==> src/rtl/vic_cpu_if_if.sv <==
// CPU-side VICtor handshake bundle: controller request lines,
// CPU boundary/PC inputs, vector-table read port and redirect.
interface vic_cpu_if_if #(
  parameter int ADDR_W = 32
);
  logic              i_irq_req;
  logic [4:0]        i_irq_num;
  logic              o_in_service;
  logic              i_gie;
  logic              i_boundary;
  logic [ADDR_W-1:0] i_pc;
  logic              o_stall;
  logic              o_mem_req;
  logic [ADDR_W-1:0] o_mem_addr;
  logic              i_mem_ack;
  logic [ADDR_W-1:0] i_mem_rdata;
  logic              o_redirect;
  logic [ADDR_W-1:0] o_redirect_pc;
  logic              i_reti;
  logic [ADDR_W-1:0] o_epc;
  logic [4:0]        o_active_num;
  logic              o_overrun;

  modport slave (
    input  i_irq_req, i_irq_num, i_gie, i_boundary, i_pc,
    input  i_mem_ack, i_mem_rdata, i_reti,
    output o_in_service, o_stall, o_mem_req, o_mem_addr,
    output o_redirect, o_redirect_pc, o_epc, o_active_num,
    output o_overrun
  );

  modport master (
    output i_irq_req, i_irq_num, i_gie, i_boundary, i_pc,
    output i_mem_ack, i_mem_rdata, i_reti,
    input  o_in_service, o_stall, o_mem_req, o_mem_addr,
    input  o_redirect, o_redirect_pc, o_epc, o_active_num,
    input  o_overrun
  );
endinterface

==> src/rtl/vic_cpu_if.sv <==
// VICtor CPU endpoint: latches a vectored request, waits for a
// boundary, fetches the handler address and redirects the CPU.
module vic_cpu_if #(
  parameter int                ADDR_W   = 32,
  parameter logic [ADDR_W-1:0] VEC_BASE = 32'h0000_0080
) (
  input logic         i_clk,
  input logic         i_rst,
  vic_cpu_if_if.slave bus
);

  localparam logic [2:0] IDLE    = 3'd0;
  localparam logic [2:0] PEND    = 3'd1;
  localparam logic [2:0] FETCH   = 3'd2;
  localparam logic [2:0] JUMP    = 3'd3;
  localparam logic [2:0] SERVICE = 3'd4;
  localparam logic [2:0] RETURN  = 3'd5;

  logic [2:0]        state;
  logic              req_s;
  logic              req_q;
  logic [4:0]        num_s;
  logic [4:0]        pend_num;
  logic              req_edge;
  logic [4:0]        take_num;
  logic [ADDR_W-1:0] take_addr;
  logic              busy;

  // Request and number are registered together so the edge
  // always pairs with the number from the first high cycle.
  assign req_edge  = req_s & ~req_q;
  assign take_num  = req_edge ? num_s : pend_num;
  assign take_addr = VEC_BASE
                   + {{(ADDR_W-7){1'b0}}, take_num, 2'b00};
  assign busy      = (state == FETCH) || (state == JUMP)
                   || (state == SERVICE) || (state == RETURN);

  always_ff @(posedge i_clk or posedge i_rst) begin
    if (i_rst) begin
      state             <= IDLE;
      req_s             <= 1'b0;
      req_q             <= 1'b0;
      num_s             <= '0;
      pend_num          <= '0;
      bus.o_in_service  <= 1'b0;
      bus.o_stall       <= 1'b0;
      bus.o_mem_req     <= 1'b0;
      bus.o_mem_addr    <= '0;
      bus.o_redirect    <= 1'b0;
      bus.o_redirect_pc <= '0;
      bus.o_epc         <= '0;
      bus.o_active_num  <= '0;
      bus.o_overrun     <= 1'b0;
    end else begin
      req_s <= bus.i_irq_req;
      req_q <= req_s;
      num_s <= bus.i_irq_num;
      if (req_edge && busy) bus.o_overrun <= 1'b1;
      case (state)
        IDLE: begin
          if (req_edge) begin
            pend_num <= num_s;
            state    <= PEND;
          end
        end
        PEND: begin
          if (req_edge) pend_num <= num_s;
          if (bus.i_boundary && bus.i_gie) begin
            bus.o_epc        <= bus.i_pc;
            bus.o_active_num <= take_num;
            bus.o_in_service <= 1'b1;
            bus.o_stall      <= 1'b1;
            bus.o_mem_req    <= 1'b1;
            bus.o_mem_addr   <= take_addr;
            state            <= FETCH;
          end
        end
        FETCH: begin
          if (bus.i_mem_ack) begin
            bus.o_mem_req     <= 1'b0;
            bus.o_stall       <= 1'b0;
            bus.o_redirect    <= 1'b1;
            bus.o_redirect_pc <=
              {bus.i_mem_rdata[ADDR_W-1:2], 2'b00};
            state             <= JUMP;
          end
        end
        JUMP: begin
          bus.o_redirect <= 1'b0;
          state          <= SERVICE;
        end
        SERVICE: begin
          if (bus.i_reti) begin
            bus.o_redirect    <= 1'b1;
            bus.o_redirect_pc <= bus.o_epc;
            state             <= RETURN;
          end
        end
        RETURN: begin
          bus.o_redirect   <= 1'b0;
          bus.o_in_service <= 1'b0;
          state            <= IDLE;
        end
        default: state <= IDLE;
      endcase
    end
  end

endmodule

==> src/flat_wrapper.sv <==
// flat-port wrapper written by rule: the top's interface ports become plain ports
module vic_cpu_if_flat 
#(
  parameter int                ADDR_W   = 32,
  parameter logic [ADDR_W-1:0] VEC_BASE = 32'h0000_0080
)
  (i_clk, i_rst, bus_i_irq_req, bus_i_irq_num, bus_i_gie, bus_i_boundary, bus_i_pc, bus_i_mem_ack, bus_i_mem_rdata, bus_i_reti, bus_o_in_service, bus_o_stall, bus_o_mem_req, bus_o_mem_addr, bus_o_redirect, bus_o_redirect_pc, bus_o_epc, bus_o_active_num, bus_o_overrun);
  vic_cpu_if_if #(.ADDR_W(ADDR_W)) bus_i ();
  input logic i_clk;
  input logic i_rst;
  input wire logic [$bits(bus_i.i_irq_req)-1:0] bus_i_irq_req;
  input wire logic [$bits(bus_i.i_irq_num)-1:0] bus_i_irq_num;
  input wire logic [$bits(bus_i.i_gie)-1:0] bus_i_gie;
  input wire logic [$bits(bus_i.i_boundary)-1:0] bus_i_boundary;
  input wire logic [$bits(bus_i.i_pc)-1:0] bus_i_pc;
  input wire logic [$bits(bus_i.i_mem_ack)-1:0] bus_i_mem_ack;
  input wire logic [$bits(bus_i.i_mem_rdata)-1:0] bus_i_mem_rdata;
  input wire logic [$bits(bus_i.i_reti)-1:0] bus_i_reti;
  output wire logic [$bits(bus_i.o_in_service)-1:0] bus_o_in_service;
  output wire logic [$bits(bus_i.o_stall)-1:0] bus_o_stall;
  output wire logic [$bits(bus_i.o_mem_req)-1:0] bus_o_mem_req;
  output wire logic [$bits(bus_i.o_mem_addr)-1:0] bus_o_mem_addr;
  output wire logic [$bits(bus_i.o_redirect)-1:0] bus_o_redirect;
  output wire logic [$bits(bus_i.o_redirect_pc)-1:0] bus_o_redirect_pc;
  output wire logic [$bits(bus_i.o_epc)-1:0] bus_o_epc;
  output wire logic [$bits(bus_i.o_active_num)-1:0] bus_o_active_num;
  output wire logic [$bits(bus_i.o_overrun)-1:0] bus_o_overrun;
  assign bus_i.i_irq_req = bus_i_irq_req;
  assign bus_i.i_irq_num = bus_i_irq_num;
  assign bus_i.i_gie = bus_i_gie;
  assign bus_i.i_boundary = bus_i_boundary;
  assign bus_i.i_pc = bus_i_pc;
  assign bus_i.i_mem_ack = bus_i_mem_ack;
  assign bus_i.i_mem_rdata = bus_i_mem_rdata;
  assign bus_i.i_reti = bus_i_reti;
  assign bus_o_in_service = bus_i.o_in_service;
  assign bus_o_stall = bus_i.o_stall;
  assign bus_o_mem_req = bus_i.o_mem_req;
  assign bus_o_mem_addr = bus_i.o_mem_addr;
  assign bus_o_redirect = bus_i.o_redirect;
  assign bus_o_redirect_pc = bus_i.o_redirect_pc;
  assign bus_o_epc = bus_i.o_epc;
  assign bus_o_active_num = bus_i.o_active_num;
  assign bus_o_overrun = bus_i.o_overrun;
  vic_cpu_if #(.ADDR_W(ADDR_W), .VEC_BASE(VEC_BASE)) u_core (.i_clk(i_clk), .i_rst(i_rst), .bus(bus_i));
endmodule
==> config.mk <==
export PLATFORM = sky130hd
export DESIGN_NAME = vic_cpu_if_flat
export DESIGN_NICKNAME = d
export VERILOG_FILES = /design/src/rtl/vic_cpu_if_if.sv /design/src/rtl/vic_cpu_if.sv /design/src/flat_wrapper.sv
export SDC_FILE = /design/constraint.sdc
export NUM_CORES = 1
export LEC_CHECK = 0
export BUFFER_PORTS_ARGS = -buffer_cell sky130_fd_sc_hd__buf_2
export CAP_MARGIN = 20
export CELL_PAD_IN_SITES_DETAIL_PLACEMENT = 1
export CELL_PAD_IN_SITES_GLOBAL_PLACEMENT = 1
export CORE_UTILIZATION = 39
export CTS_CLUSTER_SIZE = 30
export DETAILED_ROUTE_END_ITERATION = 7
export PLACE_DENSITY_LB_ADDON = 0.15
export SETUP_SLACK_MARGIN = 0.05
export SLEW_MARGIN = 20
export SYNTH_ARGS = -nofsm -noshare
export SYNTH_HDL_FRONTEND = slang
export SYNTH_SLANG_ARGS = --single-unit
==> constraint.sdc <==
create_clock -name i_clk -period 7.5 [get_ports i_clk]
set_clock_uncertainty 0.1 [all_clocks]
set_input_delay 0.75 -clock i_clk [delete_from_list [all_inputs] [get_ports i_clk]]
set_output_delay 0.75 -clock i_clk [all_outputs]
set_load 0.01 [all_outputs]
### Yosys cells after proc, flatten, opt, wreduce, memory -nomap -nowiden

Cells that the tools add are included.

* word-level logic and storage cells: 59
* register bits: 120
* input port bits: 76
* output and inout bits: 106

* muxes and demuxes: 16
* add/subtract/negate cells: 1
* reductions and logical operators: 18
* eq/ne operators: 9
* bitwise logic cells: 2

Operators with widths (number)
* two-way mux 32 bit: 2
* case mux 32 bit (2 select lines): 1
* case mux 3 bit (5 select lines): 1
* two-way mux 3 bit: 4
* adder 8 x 7 -> 9 bit, first input constant: 1
* AND reduction 3 bit: 3
* equality test 3 x 2 -> 1 bit, second input constant: 2
* equality test 3 bit, second input constant: 2
* nonzero test 2 bit: 3
* two-way mux 5 bit: 1
* two-way mux 1 bit: 4
* != test 2 x 1 -> 1 bit, second input constant: 2
* != test 2 bit, second input constant: 2
* case mux 1 bit (2 select lines): 2
* AND reduction 2 bit: 2
* AND reduction 4 bit: 1
* OR reduction 2 bit: 2
* equality test 3 x 1 -> 1 bit, second input constant: 1
* zero test 3 bit: 1
* logical OR 1 bit: 3
* case mux 1 bit (3 select lines): 1
* nonzero test 3 bit: 1
* logical AND 1 bit: 2
* bitwise AND 1 bit: 1
* NOT 1 bit: 1

### Longest topological paths before layout

Gate-level depths: netlist of the first run.

* depth after elaboration: 5
* gate-level depth with buffers: 6
* mapped depth without buffers: 3

### Worst setup path before layout of the first run

No wires, ideal clock.

* path type: input-to-reg
* from: input bus_i_boundary
* to: register u_core.bus.o_epc[0]
* stages on the path: 5
* setup slack: 5695 ps
* data required time: 7275 ps
* setup time: 125 ps
* data arrival time: 1580 ps
* path buffers: 2
* path through: nand4b_4 -> nor2_2 -> buf_6 -> buf_6 -> mux2_2

* cells in the longest elaborated chain, start to end: 2

Ends and longest elaborated chain
* start, declared: line flat_wrapper.sv:14 `input wire logic [$bits(bus_i.i_boundary)-1:0] bus_i_boundary;`
* logical AND 1 bit: line vic_cpu_if.sv:68 `if (bus.i_boundary && bus.i_gie) begin`
* AND reduction 2 bit (no source line)
* end signal, assigned: line vic_cpu_if.sv:69 `bus.o_epc <= bus.i_pc;`
* end, declared: line vic_cpu_if_if.sv:28 `output o_redirect, o_redirect_pc, o_epc, o_active_num,`

Every way passes these cells.
A chain may end at the register's enable or synchronous reset.

### Worst setup path after layout of the first run

* from: register u_core.state[2]
* to: register u_core.bus.o_redirect_pc[26]

* cells in the longest elaborated chain, start to end: 3
* elaborated cells on any way between the ends: 7
* those cells by class: eq/ne (4); mux (1); reduce/logical (2)

Ends and longest elaborated chain
* start, declared: line vic_cpu_if.sv:19 `logic [2:0] state;`
* start signal, assigned: line vic_cpu_if.sv:40 `state <= IDLE;`
* start signal, assigned: line vic_cpu_if.sv:63 `state <= PEND;`
* start signal, assigned: line vic_cpu_if.sv:75 `state <= FETCH;`
* equality test 3 bit or equality test 3 x 2 -> 1 bit (tied branches): line vic_cpu_if.sv:59 `case (state)`
* != test 2 bit (no source line) or nonzero test 2 bit (tied branches)
* AND reduction 3 bit (no source line)
* end signal, assigned: line vic_cpu_if.sv:83 `bus.o_redirect_pc <=`
* end signal, assigned: line vic_cpu_if.sv:95 `bus.o_redirect_pc <= bus.o_epc;`
* end, declared: line vic_cpu_if_if.sv:28

Parallel ways exist; a longest one is shown, timed or not.

==> impl_metrics.ini, run 1 <==
[run_status]
status = complete, no violations

[global_route]
antenna_found_initial = 0
grt_max_degree = 49
overflow = 0
grt_util_met3_pct = 5.51
top_usage_layer = met2
grt_use_met2_pct = 27.9
grt_pass1_vias = 2854
grt.total_usage_pct = 17.2
grtUsageMet1_pct = 21.3
grt_pass1_wl_mm = 14.6

[clocking]
path_clk_slew_ns = 0.09
cts_setup_buffers = 0
cts_hold_buf = 0
cts_root_buffer = clkbuf_8
cts_tree = built
ctsResizeCount = 0
cts.sinks = 89
clk_path_buf_depth = 2
cts_made_buffers = 9
htreeDepth = 3
insertion_delay_ns = 0.36

[setup_path]
cp_slowest_cell = dfrtp_1
start_kind = flip-flop
cpLargestDelayFamily = flip-flops
slowest_delay_ns = 0.70
cp-end-kind = flip-flop
rr_endpoint = u_core.bus.o_redirect_pc[26]
critPathMaxFanout = 18
worstSetupPathType = flip-flop to flip-flop
path_cells = nand3b_1 > a21oi_4 > buf_4 > mux2_2
critPathBufInv = 1
rr_worst_depth = 4
r2r-start = u_core.state[2]
cp.arrival_ns = 2.56
r2r_setup_slack_ns = 5.08
critPathRequiredTime_ns = 7.64

[layout]
num_antenna_cells = 0
area_delta_synth_final_pct = 22.4
nNetsFinal = 506
drive_gt1_share_pct = 63.7
seq_area_sq_um = 2230
final_cell_mix = buf_2 (153), mux2_2 (99), dfrtp_1 (89)
fillers = 1093
multi_input_area_sq_um = 1560
final_common_cell = buf_2

[sta]
timing_hold_violations_final = 0
tightest_slew_ns = 0.731
timing.fmax_mhz = 412
tns_ns = 0
rsz0062_at_grt = false
finalCritPeriodShare_pct = 32.3
maxSlewViolCount = 0
slew_headroom_pct = 51.2
setup_viol = 0
min_period_ns = 2.42

[placed_design]
portBuffers = 153
gp_congestion = 0.643
hpwl_mm = 6.18

[worst_hold_path]
hold_start = u_core.req_s
hold_path_end = u_core.req_q
holdPathStages = 0
hp-class = flip-flop to flip-flop

[power]
p_per_area_nw_per_um2 = 399
p_int_mw = 1.30
p_comb_share_pct = 39.7
p_clk_share_pct = 17.3
p_switching_mw = 0.687
pwr-share-seq_pct = 43.1
power.total_mw = 1.99
ir_drop_mv = 0.147
leakagePower_nw = 2.40
p_sw_share_pct = 34.5

[job]
cap_violations = 0

[die]
rows = 36
dieArea_sq_um = 10900
fp.dieH_microns = 104
core_sq_um = 9950
io_pins = 182
start_util_pct = 40.9
dieWidth_microns = 104

[logic_synthesis]
synth-seq-area-share_pct = 54.7
synth_area_sq_um = 4070
syn_area_per_cell_sq_um = 14.3
yosys_register_bits = 89
synth_cell_types = 32
syn-instance-count = 284
yosysWarnings = 0

[drt]
dr.pass1.iters = 4
drt_iter0_drc = 62
via_count = 2681
viasPerCell = 4.72
routed_wirelength_mm = 8.82
drt_drc_violations_left = 0
route.detailed.wl_per_inst_microns = 15.5
ant_nets = 0
[per-layer routing]
layer  routed length, microns  part of all wire [%]
met5                        0                     0
met4                      150                   1.7
met3                      723                   8.2
met2                     4140                    47
met1                     3800                    43
[registers in the layout, summed over array words and instances (netlist names)]
name / count
u_core.bus.o_epc: 32
u_core.bus.o_redirect_pc: 32
u_core.num_s: 5
u_core.pend_num: 5
u_core.bus.o_active_num: 4
u_core.state: 3
u_core.bus.o_mem_addr: 2
u_core.bus.o_in_service: 1
u_core.bus.o_overrun: 1
u_core.bus.o_redirect: 1
u_core.bus.o_stall: 1
u_core.req_q: 1
u_core.req_s: 1
[kinds of logic (layout without fill, tap and decap cells)]
family          after synthesis  count (layout)  share of synthesized area [%]
mux                         108             108                           29.8
buf+inv                      53             179                           9.47
other cells                   1              26                         0.0921
flops                        89              89                           54.7
simple gates                 19              19                           3.20
compound gates               13              13                           2.49
xor+xnor                      1               1                          0.215
[cells in the mapped netlist (all sizes together)]
library cell / instances / area [sq um]
inv: 6 / 22.5
a22oi: 2 / 15.0
dfrtp: 89 / 2230
conb: 1 / 3.75
clkbuf: 1 / 3.75
or2: 1 / 6.26
o21bai: 1 / 7.51
a221o: 1 / 10.0
nor3b: 1 / 12.5
mux2i: 1 / 10.0
nand4b: 1 / 23.8
o21ai: 3 / 15.0
nand3b: 2 / 15.0
mux2: 107 / 1200
o32a: 1 / 10.0
a31oi: 1 / 6.26
nor2b: 3 / 18.8
buf: 46 / 359
o32ai: 1 / 8.76
a21oi: 2 / 21.3
xor2: 1 / 8.76
nand4: 2 / 12.5
and2: 1 / 6.26
nor2: 4 / 17.5
nand2b: 1 / 6.26
nand2: 3 / 11.3
a21o: 1 / 7.51
[power groups by stage]
| stage | clock network, mW | registers (mW) | logic [mW] |
|---|---|---|---|
| floorplan | 0 | 0.925 | 0.464 |
| global placement | 0 | 0.851 | 0.793 |
| detailed placement | 0 | 0.867 | 0.808 |
| CTS | 0.354 | 0.860 | 0.808 |
| global route | 0.372 | 0.894 | 0.861 |
| finish | 0.343 | 0.856 | 0.789 |
[worst max-delay path by stage]
stage | end | start | slack, ns | cells past startpoint
after floorplan | u_core.bus.o_active_num[0] | i_rst | 4.34 | 1
after global routing | u_core.bus.o_redirect_pc[26] | u_core.state[2] | 4.85 | 4
after detailed placement | u_core.bus.o_epc[0] | bus_i_boundary | 4.85 | 5
final | u_core.bus.o_redirect_pc[26] | u_core.state[2] | 5.08 | 4
after global placement | u_core.bus.o_epc[9] | bus_i_boundary | 4.89 | 5
after CTS | u_core.bus.o_epc[18] | u_core.state[0] | 5.05 | 4
[final cells by class]
class,count,share of cell area (%)
multi-input cells,167,31.4
clock buffers,12,3.11
repair buffers,157,16.0
inverters,6,0.477
clock inverters,4,1.03
well taps,133,3.34
flip-flops and latches,89,44.7
[metrics by stage]
stage	setup slack [ns]	hold slack [ns]	area [sq um]	std cells	utilization, %
floorplan	4.34	0.247	4170	309	-
global placement	4.89	0.258	4780	552	48.0
detailed placement	4.85	0.259	4780	552	48.0
CTS	5.05	0.285	4980	568	50.1
global route	4.85	0.297	4980	568	50.1
finish	5.08	0.283	4980	568	50.1
Power figures use the tool's default switching activity.
==> run 2: changes to the inputs <==
--- a/config.mk
+++ b/config.mk
@@ -5,11 +5,12 @@
 export SDC_FILE = /design/constraint.sdc
 export NUM_CORES = 1
 export LEC_CHECK = 0
+export ABC_AREA = 1
 export BUFFER_PORTS_ARGS = -buffer_cell sky130_fd_sc_hd__buf_2
 export CAP_MARGIN = 20
 export CELL_PAD_IN_SITES_DETAIL_PLACEMENT = 1
 export CELL_PAD_IN_SITES_GLOBAL_PLACEMENT = 1
-export CORE_UTILIZATION = 39
+export CORE_UTILIZATION = 30
 export CTS_CLUSTER_SIZE = 30
 export DETAILED_ROUTE_END_ITERATION = 7
 export PLACE_DENSITY_LB_ADDON = 0.15
==> constraint.sdc (replaced) <==
create_clock -name i_clk -period 2.2 [get_ports i_clk]
set_clock_uncertainty 0.1 [all_clocks]
set_input_delay 0.22 -clock i_clk [delete_from_list [all_inputs] [get_ports i_clk]]
set_output_delay 0.22 -clock i_clk [all_outputs]
set_load 0.01 [all_outputs]
==> run 2 against run 1 <==
  * Register-to-register slack lost 4.7 ns
  * Global-route usage grew 0.85 points
  * Via count grew 41%
  * First-iteration DRC count grew 120%
  * Total power grew to 3.7 times the previous value
  * Flip-flop and latch count is the same
  * Cell count grew 55%
  * Sequential share of layout area shrank 4.9 points
  * Clock power grew to 4.9 times the previous value
  * Synthesized cell count grew 80%
  * Maximum frequency grew 34%
  * Setup slack lost 4.7 ns
  * Critical endpoint is now u_core.bus.o_epc[20]
==> impl_metrics.ini, run 2 <==
[worst_hold_path]
hp-class = input port to flip-flop
holdPathStages = 5

[setup_path]
start_kind = flip-flop
critPathMaxFanout = 36
rr_worst_depth = 6
cp-end-kind = flip-flop
critPathRequiredTime_ns = 2.33
cp.arrival_ns = 1.94
worstSetupPathType = flip-flop to flip-flop

[die]
dieWidth_microns = 118
core_sq_um = 13200
rows = 42
dieArea_sq_um = 14000
io_pins = 182
fp.dieH_microns = 118
start_util_pct = 30.8

[placed_design]
hpwl_mm = 8.05
place_area_sq_um = 4890
gp_congestion = 0.766
post-place-cells = 825
portBuffers = 153

[clocking]
cts_tree = built
insertion_delay_ns = 0.35
htreeDepth = 3
cts_made_buffers = 9
path_clk_slew_ns = 0.07
ctsResizeCount = 0
cts_root_buffer = clkbuf_16
clk_path_buf_depth = 2
cts.sinks = 89

[layout]
fin_util_pct = 42.5
num_antenna_cells = 0
fin_area_sq_um = 5600
nNetsFinal = 775
fin_cells = 879
fillers = 1678
drive_gt1_share_pct = 27.2
multi_input_area_sq_um = 1490
reg.largest.list = u_core.bus.o_epc (32), u_core.bus.o_redirect_pc (32)
seq_area_sq_um = 2230
final_cell_mix = nand2_1 (313), buf_2 (153), dfrtp_1 (89)
final_common_cell = nand2_1
area_delta_synth_final_pct = 38.2

[logic_synthesis]
ys.flop_type = dfrtp_1
yosys_register_bits = 89
synth_top_area_share_pct = 54.9
synthTopCellsByArea = dfrtp_1 (55%), nand2_1 (29%), buf_4 (6.5%), o21ai_0 (2.1%), buf_2 (1.6%)
syn-instance-count = 512
synth.most_common_cell = nand2_1
synth-seq-area-share_pct = 54.9
yosys-top-cells-count = nand2_1 (313), dfrtp_1 (89), buf_4 (35), o21ai_0 (17), inv_1 (15)
synth_edf_count = 0
yosysTopAreaCell = dfrtp_1
syn_area_per_cell_sq_um = 7.92
synth_area_sq_um = 4060
synth_cell_types = 19
ys_async_sr_fraction_pct = 100
yosysWarnings = 0

[global_route]
overflow = 0
grt_pass1_vias = 3872
grt.total_usage_pct = 18.1
grt_max_degree = 37
antenna_found_initial = 0
grt_pass1_wl_mm = 19.7

[drt]
drt_drc_violations_left = 0
route.detailed.wl_per_inst_microns = 13.5
drt_iter0_drc = 135
viasPerCell = 4.32
ant_nets = 0
routed_wirelength_mm = 11.9
via_count = 3793
dr.pass1.iters = 4

[job]
cap_violations = 0

[sta]
tightest_slew_ns = 0.749
finalCritPeriodShare_pct = 82.3
min_period_ns = 1.81
setup_viol = 0
hold_ws_ns = 0.0652
timing_hold_violations_final = 0
maxSlewViolCount = 0
rsz0062_at_grt = false
slew_headroom_pct = 50.0
tns_ns = 0
timing.fmax_mhz = 552

[power]
leakagePower_nw = 3.22
p_per_area_nw_per_um2 = 1310
ir_drop_mv = 0.470

[run_status]
status = complete, no violations
## run 2: cell types whose count changed in the layout (fill, tap and decap cells not counted), sizes merged, moves of 3 or more
cell,change
nand3,+8
buf,+7
dlygate4sd3,+39
nand2,+312
mux2,-107
o21ai,+14
inv,+12
nor2,+5
nor2b,-3
## run 2: metrics by stage
stage	worst slack, ns	total power [mW]
after detailed placement	0.369	5.70
after CTS	0.344	7.47
after global placement	0.423	5.58
after global routing	0.183	7.94
after floorplan	0.826	4.52
final	0.390	7.35
## run 2: worst paths after layout
path / startpoint / to / slack, ns
setup / recovery: u_core.state[1] / u_core.bus.o_epc[20] / 0.39
hold / removal: bus_i_mem_rdata[15] / u_core.bus.o_redirect_pc[15] / 0.07
hold reg to reg: u_core.req_s / u_core.req_q / 0.29
max in group asynchronous: i_rst / u_core.bus.o_redirect_pc[26] / 1.00
setup reg to reg: u_core.state[1] / u_core.bus.o_epc[20] / 0.39
min in group asynchronous: i_rst / u_core.bus.o_epc[28] / 0.41
## run 2: cell type report
cell class | instances | share of cell area, %
flip-flops and latches | 89 | 39.7
multi-input cells | 378 | 26.6
repair buffers | 203 | 22.8
clock buffers | 10 | 4.26
well taps | 176 | 3.93
clock inverters | 5 | 1.43
inverters | 18 | 1.27
## run 2: timing repair
action                    CTS  global route
hold buffers               39             0
setup buffers               0             0
hold endpoints to repair   60             0
## run 2: per-layer routing
layer  wire (microns)  GRT usage (%)  up-vias  part of all wire, %
met4              266           8.57        0                  2.2
met1             5440           23.0     1812                   46
met3              609           3.62       14                  5.1
li1                 -              -     1855                    -
met5                0              0        -                    0
met2             5570           29.5      112                   47
## run 2: critical path, cell delays in order (launching register included)
cell and delay, ns:
dfrtp_1 0.47, nor2_2 0.16, nand2_1 0.12, nor2_4 0.25
inv_2 0.36, nand2_1 0.17, nand2_1 0.06
## run 2: cell families (layout without fill, tap and decap cells)
logic type,Yosys count,in the layout,synth area share [%]
buf+inv,70,236,10.7
other cells,1,26,0.0924
simple gates,333,333,31.9
flops,89,89,54.9
compound gates,19,19,2.47
## run 2: power breakdown
| group | leakage [nW] | switching [mW] | internal [mW] |
|---|---|---|---|
| registers | 1.10 | 0.444 | 2.33 |
| logic | 1.97 | 1.78 | 1.11 |
| clock network | 0.151 | 0.668 | 1.02 |
| total | 3.22 | 2.89 | 4.46 |
